<file path="src/rtl/trng_postproc.sv">
// TRNG post-processing: repetition-count health test, von Neumann debiasing, LSB-first byte packing
// and a small valid/ready byte FIFO. Define TRNG_APT_EN to add the adaptive-proportion health test.
module trng_postproc #(
   parameter int unsigned RCT_CUTOFF = 32,
   parameter int unsigned FIFO_DEPTH = 4,
   parameter int unsigned APT_WINDOW = 512,
   parameter int unsigned APT_CUTOFF = 410
) (
   input  logic                          clk,
   input  logic                          rst,
   input  logic                          en,
   input  logic                          raw_bit,
   input  logic                          raw_valid,
   input  logic                          clear_err,
   output logic [7:0]                    out_data,
   output logic                          out_valid,
   input  logic                          out_ready,
   output logic                          health_fail,
   output logic                          overflow,
   output logic [$clog2(FIFO_DEPTH):0]   fifo_level
);

   localparam int unsigned AW    = $clog2(FIFO_DEPTH);
   localparam int unsigned LVL_W = AW + 1;
   localparam int unsigned RUN_W = 8;

   // Elaborates only for an out-of-range configuration, making it visible in the hierarchy.
   if (RCT_CUTOFF < 2 || RCT_CUTOFF > 255 || FIFO_DEPTH < 2 ||
       (FIFO_DEPTH & (FIFO_DEPTH - 1)) != 0 || APT_CUTOFF >= APT_WINDOW) begin : g_illegal_params
   end

   logic w_accept;
   logic w_fail_set;
   logic w_apt_hit;
   logic r_health_fail;
   logic r_overflow;

   assign w_accept = raw_valid && en;

   // ---------------- repetition-count test ----------------
   logic [RUN_W-1:0] r_run_cnt;
   logic [RUN_W-1:0] w_run_nxt;
   logic             r_last_bit;
   logic             r_rct_hit;

   always_comb begin
      w_run_nxt = r_run_cnt;
      if (r_run_cnt == '0 || raw_bit != r_last_bit)
         w_run_nxt = RUN_W'(1);
      else if (r_run_cnt != '1)
         w_run_nxt = r_run_cnt + RUN_W'(1);
   end

   // The hit is a one-cycle event so a clear_err after a long run actually clears the flag.
   always_ff @(posedge clk or posedge rst) begin
      if (rst) begin
         r_run_cnt  <= '0;
         r_last_bit <= 1'b0;
         r_rct_hit  <= 1'b0;
      end else begin
         r_rct_hit <= 1'b0;
         if (!en || clear_err) begin
            r_run_cnt <= '0;
         end else if (raw_valid) begin
            r_run_cnt  <= w_run_nxt;
            r_last_bit <= raw_bit;
            r_rct_hit  <= (w_run_nxt == RUN_W'(RCT_CUTOFF));
         end
      end
   end

   // ---------------- adaptive-proportion test ----------------
`ifdef TRNG_APT_EN
   localparam int unsigned WIN_W = $clog2(APT_WINDOW + 1);
   logic [WIN_W-1:0] r_win_cnt;
   logic [WIN_W-1:0] r_match_cnt;
   logic [WIN_W-1:0] w_match_nxt;
   logic             r_apt_ref;
   logic             r_apt_hit;

   always_comb begin
      w_match_nxt = r_match_cnt;
      if (r_win_cnt == '0)
         w_match_nxt = WIN_W'(1);
      else if (raw_bit == r_apt_ref)
         w_match_nxt = r_match_cnt + WIN_W'(1);
   end

   always_ff @(posedge clk or posedge rst) begin
      if (rst) begin
         r_win_cnt   <= '0;
         r_match_cnt <= '0;
         r_apt_ref   <= 1'b0;
         r_apt_hit   <= 1'b0;
      end else begin
         r_apt_hit <= 1'b0;
         if (!en || clear_err) begin
            r_win_cnt   <= '0;
            r_match_cnt <= '0;
         end else if (raw_valid) begin
            if (r_win_cnt == '0)
               r_apt_ref <= raw_bit;
            r_match_cnt <= w_match_nxt;
            r_win_cnt   <= (r_win_cnt == WIN_W'(APT_WINDOW - 1)) ? '0 : r_win_cnt + WIN_W'(1);
            r_apt_hit   <= (w_match_nxt == WIN_W'(APT_CUTOFF + 1));
         end
      end
   end

   assign w_apt_hit = r_apt_hit;
`else
   assign w_apt_hit = 1'b0;
`endif

   assign w_fail_set = r_rct_hit || w_apt_hit;

   // ---------------- von Neumann extractor ----------------
   logic r_pair_full;
   logic r_pair_bit;
   logic w_db_valid;
   logic w_db_bit;

   assign w_db_valid = w_accept && r_pair_full && (r_pair_bit != raw_bit);
   assign w_db_bit   = r_pair_bit;

   always_ff @(posedge clk or posedge rst) begin
      if (rst) begin
         r_pair_full <= 1'b0;
         r_pair_bit  <= 1'b0;
      end else if (!en || w_fail_set) begin
         r_pair_full <= 1'b0;
      end else if (raw_valid) begin
         if (r_pair_full) begin
            r_pair_full <= 1'b0;
         end else begin
            r_pair_full <= 1'b1;
            r_pair_bit  <= raw_bit;
         end
      end
   end

   // ---------------- byte packer ----------------
   logic [6:0] r_shift;
   logic [2:0] r_bit_cnt;
   logic       w_pack;
   logic       w_push;
   logic [7:0] w_push_byte;

   assign w_pack      = w_db_valid && !r_health_fail && !w_fail_set;
   assign w_push      = w_pack && (r_bit_cnt == 3'd7);
   assign w_push_byte = {w_db_bit, r_shift};

   always_ff @(posedge clk or posedge rst) begin
      if (rst) begin
         r_shift   <= '0;
         r_bit_cnt <= '0;
      end else if (w_fail_set) begin
         r_shift   <= '0;
         r_bit_cnt <= '0;
      end else if (w_pack) begin
         if (r_bit_cnt == 3'd7)
            r_shift <= '0;
         else
            r_shift[r_bit_cnt] <= w_db_bit;
         r_bit_cnt <= r_bit_cnt + 3'd1;
      end
   end

   // ---------------- byte FIFO ----------------
   logic [7:0]       r_mem [FIFO_DEPTH];
   logic [AW-1:0]    r_wr_ptr;
   logic [AW-1:0]    r_rd_ptr;
   logic [LVL_W-1:0] r_level;
   logic             r_out_valid;
   logic [7:0]       r_out_data;
   logic             w_full;
   logic             w_pop;
   logic             w_push_ok;
   logic             w_drop;
   logic [LVL_W-1:0] w_level_nxt;
   logic [AW-1:0]    w_rd_nxt;
   logic [7:0]       w_head_nxt;

   assign w_full      = (r_level == LVL_W'(FIFO_DEPTH));
   assign w_pop       = r_out_valid && out_ready;
   assign w_push_ok   = w_push && (!w_full || w_pop);
   assign w_drop      = w_push && w_full && !w_pop;
   assign w_level_nxt = r_level + LVL_W'(w_push_ok) - LVL_W'(w_pop);
   assign w_rd_nxt    = w_pop ? r_rd_ptr + AW'(1) : r_rd_ptr;

   // Head register: bypass the incoming byte when it becomes the only entry.
   always_comb begin
      w_head_nxt = 8'h00;
      if (w_level_nxt != '0) begin
         if (w_push_ok && w_rd_nxt == r_wr_ptr)
            w_head_nxt = w_push_byte;
         else
            w_head_nxt = r_mem[w_rd_nxt];
      end
   end

   always_ff @(posedge clk) begin
      if (w_push_ok)
         r_mem[r_wr_ptr] <= w_push_byte;
   end

   always_ff @(posedge clk or posedge rst) begin
      if (rst) begin
         r_wr_ptr    <= '0;
         r_rd_ptr    <= '0;
         r_level     <= '0;
         r_out_valid <= 1'b0;
         r_out_data  <= 8'h00;
      end else if (w_fail_set) begin
         r_wr_ptr    <= '0;
         r_rd_ptr    <= '0;
         r_level     <= '0;
         r_out_valid <= 1'b0;
         r_out_data  <= 8'h00;
      end else begin
         if (w_push_ok)
            r_wr_ptr <= r_wr_ptr + AW'(1);
         r_rd_ptr    <= w_rd_nxt;
         r_level     <= w_level_nxt;
         r_out_valid <= (w_level_nxt != '0);
         r_out_data  <= w_head_nxt;
      end
   end

   // ---------------- sticky flags ----------------
   always_ff @(posedge clk or posedge rst) begin
      if (rst) begin
         r_health_fail <= 1'b0;
         r_overflow    <= 1'b0;
      end else begin
         if (w_fail_set)
            r_health_fail <= 1'b1;
         else if (clear_err)
            r_health_fail <= 1'b0;
         if (w_drop)
            r_overflow <= 1'b1;
         else if (clear_err)
            r_overflow <= 1'b0;
      end
   end

   assign out_data    = r_out_data;
   assign out_valid   = r_out_valid;
   assign health_fail = r_health_fail;
   assign overflow    = r_overflow;
   assign fifo_level  = r_level;

endmodule

</file>
<file path="config.mk">
export PLATFORM = sky130hd
export DESIGN_NAME = trng_postproc
export DESIGN_NICKNAME = d
export VERILOG_FILES = /design/src/rtl/trng_postproc.sv
export SDC_FILE = /design/constraint.sdc
export NUM_CORES = 1
export LEC_CHECK = 0
export BUFFER_PORTS_ARGS = -buffer_cell sky130_fd_sc_hd__buf_4
export CAP_MARGIN = 20
export CORE_MARGIN = 5
export CORE_UTILIZATION = 37
export DETAILED_ROUTE_END_ITERATION = 10
export MAX_ROUTING_LAYER = met4
export PLACE_DENSITY = 0.52
export SKIP_LAST_GASP = 1
export SLEW_MARGIN = 25
export SYNTH_ARGS = -nofsm -noshare
export SYNTH_HDL_FRONTEND = slang
export SYNTH_SLANG_ARGS = --single-unit
</file>
<file path="constraint.sdc">
create_clock -name clk -period 4.75 [get_ports clk]
set_input_delay 0.95 -clock clk [delete_from_list [all_inputs] [get_ports clk]]
set_output_delay 0.95 -clock clk [all_outputs]
set_load 0.05 [all_outputs]
</file>
== Yosys cells after proc, flatten, opt, wreduce, memory -nomap -nowiden ==
Memories as Yosys holds them, arrays and structs flattened.
Index checks and enable logic that the tools add are counted.

* Add/subtract/negate cells: 6
* Order comparisons: 2
* Equality and inequality tests: 7
* Muxes and demuxes: 31
* Bitwise gates (word level): 3
* Reduce and logical (&&, ||, !) cells: 31

{| class="wikitable"
|+ Operators with widths
! cell !! count
|-
| $mux W8 || 7
|-
| $mux W7 || 3
|-
| $logic_and A1 B1 Y1 || 12
|-
| $mux W1 || 12
|-
| $reduce_bool A2 Y1 || 6
|-
| $mux W3 || 3
|-
| $add A8 B1 Y8 const B || 1
|-
| $eq A8 B6 Y1 const B || 1
|-
| $logic_not A8 Y1 || 1
|-
| $mux W2 || 4
|-
| $ne A8 B8 Y1 const B || 1
|-
| $bwmux W7 || 1
|-
| $eq A3 B3 Y1 const B || 2
|-
| $logic_not A1 Y1 || 5
|-
| $add A2 B1 Y2 const B || 2
|-
| $logic_or A1 B1 Y1 || 4
|-
| $lt A3 B4 Y1 const B || 1
|-
| $add A3 B1 Y3 || 1
|-
| $add A3 B1 Y3 const B || 1
|-
| $demux W1 S3 || 1
|-
| $ge A3 B1 Y1 const B || 1
|-
| $not A1 Y1 || 3
|-
| $reduce_and A3 Y1 || 1
|-
| $reduce_bool A3 Y1 || 1
|-
| other kinds (4) || 5
|}

* Register bits: 40
* RAM bits: 32
* Input port bits: 7
* Memories kept: 1

{| class="wikitable"
|+ Memory list
! name !! depth !! width !! rd ports !! clocked after Yosys merged registers in !! wr ports !! line !! RTL
|-
| r_mem || 4 || 8 || 1 || 0 || 1 || 170 || <nowiki>logic [7:0] r_mem [FIFO_DEPTH];</nowiki>
|}

== Longest topological paths before layout ==
Gate-level depths: netlist (run 1).

* Word-level depth: 12
* Mapped depth: 16

== Least setup slack after synthesis (run 1) ==
Ideal clock, no wire load.

* Path type: input to register
* Start point: in raw_valid
* End point: reg r_out_data[0] (netlist: out_data[0])
* Library setup time: 0.078 ns
* Data arrival time: 3.386 ns
* Slack: 1.287 ns
* Stages on the path: 14
* Path buffers: 0
* Cell sequence: and4b_1 nand4b_1 nor2_2 inv_2 ha_1 inv_1 ha_1 inv_1 fa_1 xor2_1 xnor2_1 a31oi_4 o41ai_2 a21oi_1

* Longest elaborated chain between the ends: 12
* Elaborated cells on any way between the ends: 14

{| class="wikitable"
|+ RTL lines
! what !! line !! RTL
|-
| from (decl) || 13 || <nowiki>input logic raw_valid,</nowiki>
|-
| $logic_and A1 B1 Y1 (*) || 38 || <nowiki>assign w_accept = raw_valid && en;</nowiki>
|-
| $logic_and A1 B1 Y1 (*) (2 in a row) || 123 || <nowiki>assign w_db_valid = w_accept && r_pair_full && (r_pair_bit != raw_bit);</nowiki>
|-
| $logic_and A1 B1 Y1 (*) (2 in a row) || 149 || <nowiki>assign w_pack = w_db_valid && !r_health_fail && !w_fail_set;</nowiki>
|-
| $logic_and A1 B1 Y1 (*) || 150 || <nowiki>assign w_push = w_pack && (r_bit_cnt == 3'd7);</nowiki>
|-
| $logic_and A1 B1 Y1 (*) || 186 || <nowiki>assign w_push_ok = w_push && (!w_full || w_pop);</nowiki>
|-
| $add A3 B1 Y3 || 188 || <nowiki>assign w_level_nxt = r_level + LVL_W'(w_push_ok) - LVL_W'(w_pop);</nowiki>
|-
| $sub A3 B1 Y3 || 188 ||
|-
| $reduce_bool A3 Y1 || 194 || <nowiki>if (w_level_nxt != '0) begin</nowiki>
|-
| $mux W8 (*) || 194 ||
|-
| $mux W8 (*) || 214 || <nowiki>end else if (w_fail_set) begin</nowiki>
|-
| to (signal assigned) || 226 || <nowiki>r_out_data <= w_head_nxt;</nowiki>
|-
| to (decl) || 175 || <nowiki>logic [7:0] r_out_data;</nowiki>
|}

Mark *: on every way between the ends. The rest lies on a longest branch, timed or not.
A chain may end at the register's enable or synchronous reset.

== Worst setup path in the final report (run 1) ==
* Start point: reg r_bit_cnt[0]
* End point: reg r_out_data[5] (netlist: out_data[5])

* Longest elaborated chain between the ends: 8
* Elaborated cells on any way between the ends: 10

{| class="wikitable"
|+ RTL lines
! what !! line !! RTL
|-
| from (decl) || 144 || <nowiki>logic [2:0] r_bit_cnt;</nowiki>
|-
| from (signal assigned) || 165 || <nowiki>r_bit_cnt <= r_bit_cnt + 3'd1;</nowiki>
|-
| $eq A3 B3 Y1 (*) || 150 ||
|-
| $logic_and A1 B1 Y1 (*) || 150 ||
|-
| $logic_and A1 B1 Y1 (*) || 186 ||
|-
| $add A3 B1 Y3 || 188 ||
|-
| $sub A3 B1 Y3 || 188 ||
|-
| $reduce_bool A3 Y1 || 194 ||
|-
| $mux W8 (*) || 194 ||
|-
| $mux W8 (*) || 214 ||
|}

Marked as above.

==> impl_metrics.tcl, run 1 <==
set metrics [dict create \
    status "completed" \
    die_y_um 112 \
    area_growth_pct 12.5 \
    synth_edf_count 32 \
    end_kind "register" \
    synthCells 348 \
    post_cts_resized 0 \
    critPathKind "reg -> reg" \
    cts_tree "built" \
    routed_via_density 5.40 \
    path_max_fanout 11 \
    grt_pass1_vias 2652 \
    cts_max_level 3 \
    max_freq_mhz 267 \
    final-hold-violation-count 0 \
    ios 21 \
    fin_hold_ws_ps 518 \
    drc_errors 0 \
    period_needed_ps 3750 \
    required_ps 5000 \
    io_buffers 20 \
    dp_slack_ps 782 \
    p_leak_nw 1.68 \
    cts_made_buffers 9 \
    place_congestion 0.798 \
    drtPass1Iterations 4 \
    grt_usage 0.144 \
    cts.sinks 72 \
    fin_nets 378 \
    ys_ff_latch 72 \
    skew_ps 16.0 \
    clkLatencyLatePin_ps 340 \
    root_buffer "clkbuf_8" \
    ant_nets 0 \
    drv_cap 0 \
    fin_crit_sh 0.789 \
    antenna_found_initial 0 \
    max_stage_delay_ps 540 \
    core_area_sq_mm 0.0102 \
    grt_overflow 0 \
    powerDensity_mw_per_mm2 549 \
    rows 37 \
    yosysUniqueCellTypes 56 \
    path_clk_slew_ps 70 \
    avgSynthCellArea_sq_um 11.0 \
    first_iter_violations 156 \
    setup_viol 0 \
    die-area_sq_mm 0.0125 \
    synth_nets 366 \
    num_vias 2707 \
    clockBufferDepth 2 \
    grt_pass1_wl_um 14000 \
    vdd.ir_drop.worst_mv 0.263 \
    diodes 0 \
    post_cts_buffers 0 \
    synthArstFlopShare 0.556 \
    drt-total-wl_um 8450 \
    hpwl_um 5760 \
    cts_hold_buf 0 \
    maxSlewHeadroom 0.473 \
    startpoint_type "register" \
    initial_core_util 0.376 \
    nFillCells 992 \
    rsz0062_at_grt "false" \
    yosysSeqAreaShare 0.513 \
    grt_start_max_net_pins 41 \
    path_cells "ha_1 > ha_1 > nand4b_1 > buf_4 > nor2_2 > inv_2 > ha_1 > inv_1 > ha_1 > inv_1 > fa_1 > xor2_1 > xnor2_1 > a31oi_4 > o41ai_2 > a21oi_1" \
    cp_common_cell "ha_1" \
    cp.arrival_ps 4000 \
    slowest_stage "dfrtp_1" \
    worstMarginPinSlew_ps 790 \
    maxSlewViolCount 0 \
    r2r_slack_ps 1000 \
    syn_area_sq_mm 0.00383 \
    timing.setup.tns_ps 0 \
    post_route_cells_drive_above_1_share 0.170 \
    hold_path.class "reg -> reg" \
    yosysWarnings 0 \
    fin_ws_ps 1000 \
    dieWidth_um 112 \
    ys.flop_type "dfrtp_1" \
    post_drt_wl_per_cell_um 16.9 \
]
## worst max-delay path: cells and delay by family (launching register included)
| kind | cells | cell delay, ps |
|---|---|---|
| and+or+nand+nor | 2 | 410 |
| adders and majority gates | 5 | 1290 |
| buffers and inverters | 4 | 350 |
| DFF | 1 | 540 |
| AOI/OAI and AO/OA | 3 | 700 |
| xor gates and xnor gates | 2 | 340 |
## cell families after synthesis
family / share of synthesized area
adder cells (fa/ha/maj): 0.0379
multiplexers: 0.0379
AO/OA/AOI/OAI: 0.196
buffers and inverters: 0.0448
flip-flops: 0.513
XOR/XNOR: 0.0271
AND/OR/NAND/NOR: 0.144
## layout by cell type, fill, tap and decap left out, types with 3 or more instances in the layout
master,n
dfrtp_1,40
edfxtp_1,32
nor2_1,29
a21oi_1,26
buf_4,26
nand2_1,16
o21ai_0,13
a31oi_1,13
mux2i_1,10
a2bb2oi_1,10
ha_1,10
clkbuf_8,9
inv_1,8
nand3_1,8
o41ai_2,8
and3_1,8
and2_1,7
nand3b_1,6
a311o_1,6
inv_2,5
xor2_1,5
o21ai_1,5
xnor2_1,5
nand4_1,5
nor3_1,4
nor3b_1,4
nor2b_1,3
mux2_2,3
## synthesized netlist by cell type, types with 2 or more instances
cell type   n  area share
clkbuf_1   13       0.013
o41ai_1     2      0.0046
and3b_1     2      0.0046
nand4_1     5      0.0082
a31oi_1    13       0.021
nor3b_1     4      0.0078
mux2_2      3      0.0088
o21ai_0    13       0.017
nand4b_1    2      0.0046
mux2i_1    10       0.026
and3_1      8       0.013
o221ai_1    2      0.0046
o2bb2ai_1   2      0.0046
o21ai_1     5      0.0065
edfxtp_1   32        0.25
inv_2       5      0.0049
a21o_1      2      0.0039
buf_1       2      0.0020
buf_2       8       0.010
nand3b_1    6       0.012
o41ai_2     8       0.034
xor2_1      5       0.011
ha_1       10       0.033
nor2b_1     3      0.0049
and2_1      7       0.011
a2bb2oi_1  10       0.023
dfrtp_1    40        0.26
nand2_1    16       0.016
nand3_1     8       0.010
a21oi_1    26       0.034
o211ai_1    2      0.0039
inv_1       9      0.0088
nor3_1      4      0.0052
a311o_1     6       0.016
xnor2_1     5       0.011
nor2_1     29       0.028
buf_6       2      0.0059
## state kept, by name, summed over array words and instances, names as in the netlist, 2 cells and up
name	flops
r_bit_cnt	3
r_rd_ptr	2
r_mem	32
out_data	8
r_run_cnt	8
fifo_level	3
r_wr_ptr	2
r_shift	7
## metrics by stage
stage / instance area (sq um) / util / instances / power (mW)
final: 4310 / 0.423 / 501 / 2.37
after CTS: 4310 / 0.423 / 501 / 2.39
after global placement: 4070 / 0.400 / 485 / 1.81
after floorplan: 3830 / - / 348 / 1.61
after global routing: 4310 / 0.423 / 501 / 2.51
after detailed placement: 4070 / 0.400 / 485 / 1.83
## where the power goes
| part | internal, mW | total [mW] | switching [mW] | leakage, nW |
|---|---|---|---|---|
| logic | 0.375 | 0.917 | 0.541 | 0.788 |
| clock network | 0.329 | 0.556 | 0.227 | 0.112 |
| registers | 0.742 | 0.893 | 0.151 | 0.777 |
## path summary, 6_finish.rpt
| check | to | depth (start not counted) | start |
|---|---|---|---|
| max | out_data[5]$_DFF_PP0_ | 16 | r_bit_cnt[0]$_DFFE_PP0P_ |
| min | health_fail$_DFFE_PP0P_ | 1 | health_fail$_DFFE_PP0P_ |
| max reg2reg | out_data[5]$_DFF_PP0_ | 16 | r_bit_cnt[0]$_DFFE_PP0P_ |
| min reg2reg | health_fail$_DFFE_PP0P_ | 1 | health_fail$_DFFE_PP0P_ |
| max in group asynchronous | out_data[0]$_DFF_PP0_ | 3 | rst |
| min in group asynchronous | r_run_cnt[6]$_DFFE_PP0P_ | 3 | rst |
## routing by layer
layer  GRT usage  up-vias  wire length [um]
li1            -     1324                 -
met1       0.204     1325              4300
met2       0.213       46              3790
met3      0.0207       12               255
met4      0.0454        0               110
met5           -        -                 0
## cell type report
cell class	instances	area [sq um]	area share
Sequential cell	72	1960	0.456
Multi-Input combinational cell	237	1690	0.393
Timing Repair Buffer	26	195	0.0453
Tap cell	136	170	0.0395
Clock buffer	12	156	0.0363
Clock inverter	4	76.3	0.0177
Inverter	14	52.6	0.0122
Power figures use the tool's default switching activity.
==> run 2: changes to the inputs <==
--- a/config.mk
+++ b/config.mk
@@ -11,7 +11,7 @@
 export CORE_UTILIZATION = 37
 export DETAILED_ROUTE_END_ITERATION = 10
 export MAX_ROUTING_LAYER = met4
-export PLACE_DENSITY = 0.52
+export PLACE_DENSITY = 0.54
 export SKIP_LAST_GASP = 1
 export SLEW_MARGIN = 25
 export SYNTH_ARGS = -nofsm -noshare
==> constraint.sdc (replaced) <==
create_clock -name clk -period 3 [get_ports clk]
set_input_delay 0.6 -clock clk [delete_from_list [all_inputs] [get_ports clk]]
set_output_delay 0.6 -clock clk [all_outputs]
set_load 0.05 [all_outputs]
==> impl_metrics.tcl, run 2 (synthesis gave the netlist of run 1 again) <==
set metrics [dict create \
    status "completed" \
    path_cells "and4b_1 > nand4b_1 > nor2_4 > inv_2 > ha_4 > inv_2 > ha_4 > inv_2 > fa_2 > xor2_2 > xnor2_2 > a31oi_2 > o41ai_2 > a21oi_1" \
    num_vias 2832 \
    p_clk_frac 0.208 \
    worstMarginPinSlew_ps 653 \
    cts_hold_buf 0 \
    switching_share 0.407 \
    post_route_cells_drive_above_1_share 0.241 \
    r2r_end "out_data[2]$_DFF_PP0_" \
    grt_pass1_vias 2761 \
    ant_nets 0 \
    initial_core_util 0.376 \
    timing.rr.start "health_fail$_DFFE_PP0P_" \
    cts_tree "built" \
    first_iter_violations 164 \
    startpoint_type "register" \
    area_growth_pct 16.9 \
    vdd.ir_drop.worst_mv 0.314 \
    cts_max_level 3 \
    path_max_fanout 4 \
    die_y_um 112 \
    end_kind "register" \
    startpoint "health_fail$_DFFE_PP0P_" \
    cp_common_cell "inv_2" \
    period_needed_ps 2840 \
    die-area_sq_mm 0.0125 \
    hold_path.class "in -> async" \
    dieWidth_um 112 \
    io_buffers 20 \
    post_drt_wl_per_cell_um 17.1 \
    fin_nets 395 \
    seq_power_share 0.338 \
    max_freq_mhz 352 \
    cts.sinks 72 \
    ios 21 \
    clkLatencyLatePin_ps 350 \
    r2r_slack_ps 160 \
    final-hold-violation-count 0 \
    cp.arrival_ps 3110 \
    grt_start_max_net_pins 32 \
    seqCellArea_sq_mm 0.00196 \
    critPathKind "reg -> reg" \
    clockBufferDepth 2 \
    reg2reg_depth 14 \
    maxSlewViolCount 0 \
    largest_reg_flops 32 \
    rsz0062_at_grt "false" \
    drtPass1Iterations 4 \
    routed_via_density 5.47 \
    grt_usage 0.151 \
    antenna_found_initial 0 \
    core_area_sq_mm 0.0102 \
    nFillCells 982 \
    maxSlewHeadroom 0.565 \
    final_common_cell "buf_4" \
    hpwl_um 6070 \
    powerDensity_mw_per_mm2 863 \
    power_mw 3.86 \
    diodes 0 \
    cts_made_buffers 9 \
    multiInputGateArea_sq_mm 0.00177 \
    finalInstanceArea_sq_mm 0.00447 \
    final_util 0.439 \
    setup_viol 0 \
    drv_cap 0 \
    rows 37 \
    path_clk_slew_ps 90 \
    top_register "r_mem" \
    mostFrequentLayoutCells "42 x buf_4, 38 x dfrtp_1, 32 x edfxtp_1, 29 x nor2_1, 26 x a21oi_1" \
    p_sw_mw 1.57 \
    grt_pass1_wl_um 14700 \
    post_cts_resized 0 \
    p_leak_nw 1.75 \
    post_cts_buffers 0 \
    place_congestion 0.803 \
    placed_area_sq_mm 0.00424 \
    required_ps 3270 \
    fin_crit_sh 0.947 \
    combPwrFrac 0.455 \
    drc_errors 0 \
    max_stage_delay_ps 420 \
    root_buffer "clkbuf_8" \
    grt_overflow 0 \
    skew_ps 10.2 \
    p_int_mw 2.29 \
    slowest_stage "dfrtp_2" \
    fin_hold_ws_ps 179 \
    drt-total-wl_um 8850 \
]
## run 2: final cells by class
class / count / area share
clock inverter: 7 / 0.0173
inverter: 14 / 0.0117
timing repair buffer: 42 / 0.0705
clock buffer: 9 / 0.0277
multi-input combinational: 238 / 0.396
tap: 136 / 0.0380
sequential: 72 / 0.439
## run 2: per-stage QoR
step / setup WS (ps) / instances / setup TNS [ps]
after floorplan: -64.1 / 348 / -481
after global placement: -133 / 501 / -899
after detailed placement: -219 / 501 / -1540
after CTS: 54.3 / 517 / 0
after global routing: 8.09 / 518 / 0
final: 160 / 518 / 0
## run 2: per-layer routing
| metal | track usage | routed length [um] |
|---|---|---|
| met1 | 0.211 | 4210 |
| met4 | 0.0487 | 121 |
| met2 | 0.227 | 4150 |
| met3 | 0.0207 | 365 |
| met5 | - | 0 |
## run 2: critical path: cells and delay by family, from the launching register on
kind / cells / cell delay, ps
adder cells (fa/ha/maj): 3 / 680
AND/OR/NAND/NOR: 3 / 610
AO/OA/AOI/OAI: 3 / 570
flip-flops: 1 / 420
XOR/XNOR: 2 / 360
buffers and inverters: 3 / 140
## run 2: how the worst max path moves through the flow
stage	to	depth (start not counted)
final	out_data[2]$_DFF_PP0_	14
after global routing	out_data[3]$_DFF_PP0_	14
after CTS	out_data[3]$_DFF_PP0_	14
after detailed placement	out_data[3]$_DFF_PP0_	15
after global placement	out_data[2]$_DFF_PP0_	15
after floorplan	out_data[0]$_DFF_PP0_	16
## run 2: power by group through the flow
stage | logic (mW) | clock network (mW) | registers (mW)
after CTS | 1.71 | 0.823 | 1.31
final | 1.76 | 0.801 | 1.30
after global placement | 1.67 | 0 | 1.33
after detailed placement | 1.70 | 0 | 1.33
after global routing | 1.91 | 0.871 | 1.33
after floorplan | 1.00 | 0 | 1.57
==> run 3: changes to the inputs <==
--- a/config.mk
+++ b/config.mk
@@ -11,7 +11,7 @@
 export CORE_UTILIZATION = 37
 export DETAILED_ROUTE_END_ITERATION = 10
 export MAX_ROUTING_LAYER = met4
-export PLACE_DENSITY = 0.54
+export PLACE_DENSITY_LB_ADDON = 0.3
 export SKIP_LAST_GASP = 1
 export SLEW_MARGIN = 25
 export SYNTH_ARGS = -nofsm -noshare
==> impl_metrics.tcl, run 3 (synthesis gave the netlist of run 1 again) <==
set metrics [dict create \
    status "completed" \
    post_drt_wl_per_cell_um 17.0 \
    switching_share 0.399 \
    fin_cells 516 \
    clockBufferDepth 2 \
    cts_made_buffers 9 \
    startpoint_type "register" \
    root_buffer "clkbuf_8" \
    nFillCells 982 \
    core_area_sq_mm 0.0102 \
    first_iter_violations 159 \
    setup_viol 0 \
    cts.sinks 72 \
    path_clk_slew_ps 80 \
    top_register "r_mem" \
    fin_crit_sh 0.964 \
    critPathKind "reg -> reg" \
    p_sw_mw 1.55 \
    drtPass1Iterations 7 \
    final_common_cell "buf_4" \
    p_int_mw 2.34 \
    antenna_found_initial 0 \
    grt_usage 0.152 \
    drv_cap 0 \
    startpoint "health_fail$_DFFE_PP0P_" \
    ios 21 \
    maxSlewViolCount 0 \
    r2r_slack_ps 110 \
    timing.setup.tns_ps 0 \
    final_util 0.440 \
    seq_power_share 0.352 \
    hpwl_um 5810 \
    period_needed_ps 2890 \
    diodes 0 \
    largest_reg_flops 32 \
    fin_nets 393 \
    fin_hold_ws_ps 262 \
    place_congestion 0.829 \
    grt_start_max_net_pins 30 \
    cp.arrival_ps 3170 \
    rows 37 \
    combPwrFrac 0.427 \
    grt_pass1_wl_um 14700 \
    vdd.ir_drop.worst_mv 0.286 \
    powerDensity_mw_per_mm2 870 \
    area_growth_pct 17.0 \
    num_vias 2852 \
    cts_tree "built" \
    maxSlewHeadroom 0.449 \
    cts_max_level 3 \
    mostFrequentLayoutCells "40 x buf_4, 38 x dfrtp_1, 32 x edfxtp_1, 29 x nor2_1, 26 x a21oi_1" \
    max_freq_mhz 346 \
    dp.cells 498 \
    clkLatencyLatePin_ps 350 \
    initial_core_util 0.376 \
    rsz0062_at_grt "true" \
    worstMarginPinSlew_ps 827 \
    routed_via_density 5.53 \
    reg2reg_depth 14 \
    hold_path.class "in -> async" \
    path_max_fanout 4 \
    r2r_end "out_data[1]$_DFF_PP0_" \
    die_y_um 112 \
    p_clk_frac 0.220 \
    dieWidth_um 112 \
    drc_errors 0 \
    drt-total-wl_um 8780 \
    grt_pass1_vias 2783 \
    post_route_cells_drive_above_1_share 0.239 \
    required_ps 3280 \
    grt_overflow 0 \
    skew_ps 8.38 \
    end_kind "register" \
    final-hold-violation-count 0 \
    timing.rr.start "health_fail$_DFFE_PP0P_" \
    die-area_sq_mm 0.0125 \
    power_mw 3.89 \
    ant_nets 0 \
    p_leak_nw 1.75 \
    endpoint "out_data[1]$_DFF_PP0_" \
    io_buffers 20 \
]
[run 3: repair_timing]
item	4_1_cts	5_1_grt
hold buffers	0	0
endpoints found under the setup margin	0	8
buffers inserted	0	1
resized for setup	0	3
[run 3: layer usage]
| layer | GRT usage | share of wire | up-vias |
|---|---|---|---|
| li1 | - | - | 1354 |
| met1 | 0.202 | 0.46 | 1397 |
| met2 | 0.229 | 0.47 | 78 |
| met3 | 0.0364 | 0.052 | 23 |
| met4 | 0.0503 | 0.021 | 0 |
| met5 | - | 0 | - |
[run 3: area by class of cell]
cell class / instances / area, sq um / area share
Clock inverter: 6 / 91.3 / 0.0204
Sequential cell: 72 / 1960 / 0.439
Multi-Input combinational cell: 238 / 1770 / 0.395
Tap cell: 136 / 170 / 0.0380
Clock buffer: 10 / 128 / 0.0285
Inverter: 14 / 53.8 / 0.0120
Timing Repair Buffer: 40 / 300 / 0.0671
[run 3: worst min-delay path by stage]
stage / slack (ps) / to / from
2_1_floorplan: 500 / r_last_bit$_DFFE_PP0P_ / r_last_bit$_DFFE_PP0P_
3_3_place_gp: 490 / health_fail$_DFFE_PP0P_ / health_fail$_DFFE_PP0P_
3_5_place_dp: 490 / health_fail$_DFFE_PP0P_ / health_fail$_DFFE_PP0P_
4_1_cts: 270 / r_run_cnt[7]$_DFFE_PP0P_ / rst
5_1_grt: 300 / r_run_cnt[7]$_DFFE_PP0P_ / rst
6_report: 260 / r_run_cnt[7]$_DFFE_PP0P_ / rst
[run 3: critical path, stage by stage, from the launching register on]
cell and delay [ps]:
dfrtp_2 410, and4b_2 310, nand4b_1 180, nor2_4 130, inv_2 50, ha_4 200, inv_2 60, ha_4 110
inv_2 30, fa_2 370, xor2_2 170, xnor2_2 190, a31oi_2 320, o41ai_2 130, a21oi_1 140
[run 3: through the flow]
stage                     setup slack [ps]  area [sq um]
after global placement                -170          4220
after CTS                             19.1          4440
after detailed placement              -208          4220
after global routing                 -17.8          4480
final                                  108          4480
after floorplan                      -64.1          3890
[run 3: power groups by stage]
stage | sequential [mW] | combinational (mW) | clock (mW)
6_report | 1.37 | 1.66 | 0.858
5_1_grt | 1.40 | 1.81 | 0.919
4_1_cts | 1.37 | 1.58 | 0.875
3_5_place_dp | 1.39 | 1.58 | 0
3_3_place_gp | 1.38 | 1.54 | 0
2_1_floorplan | 1.57 | 1.00 | 0
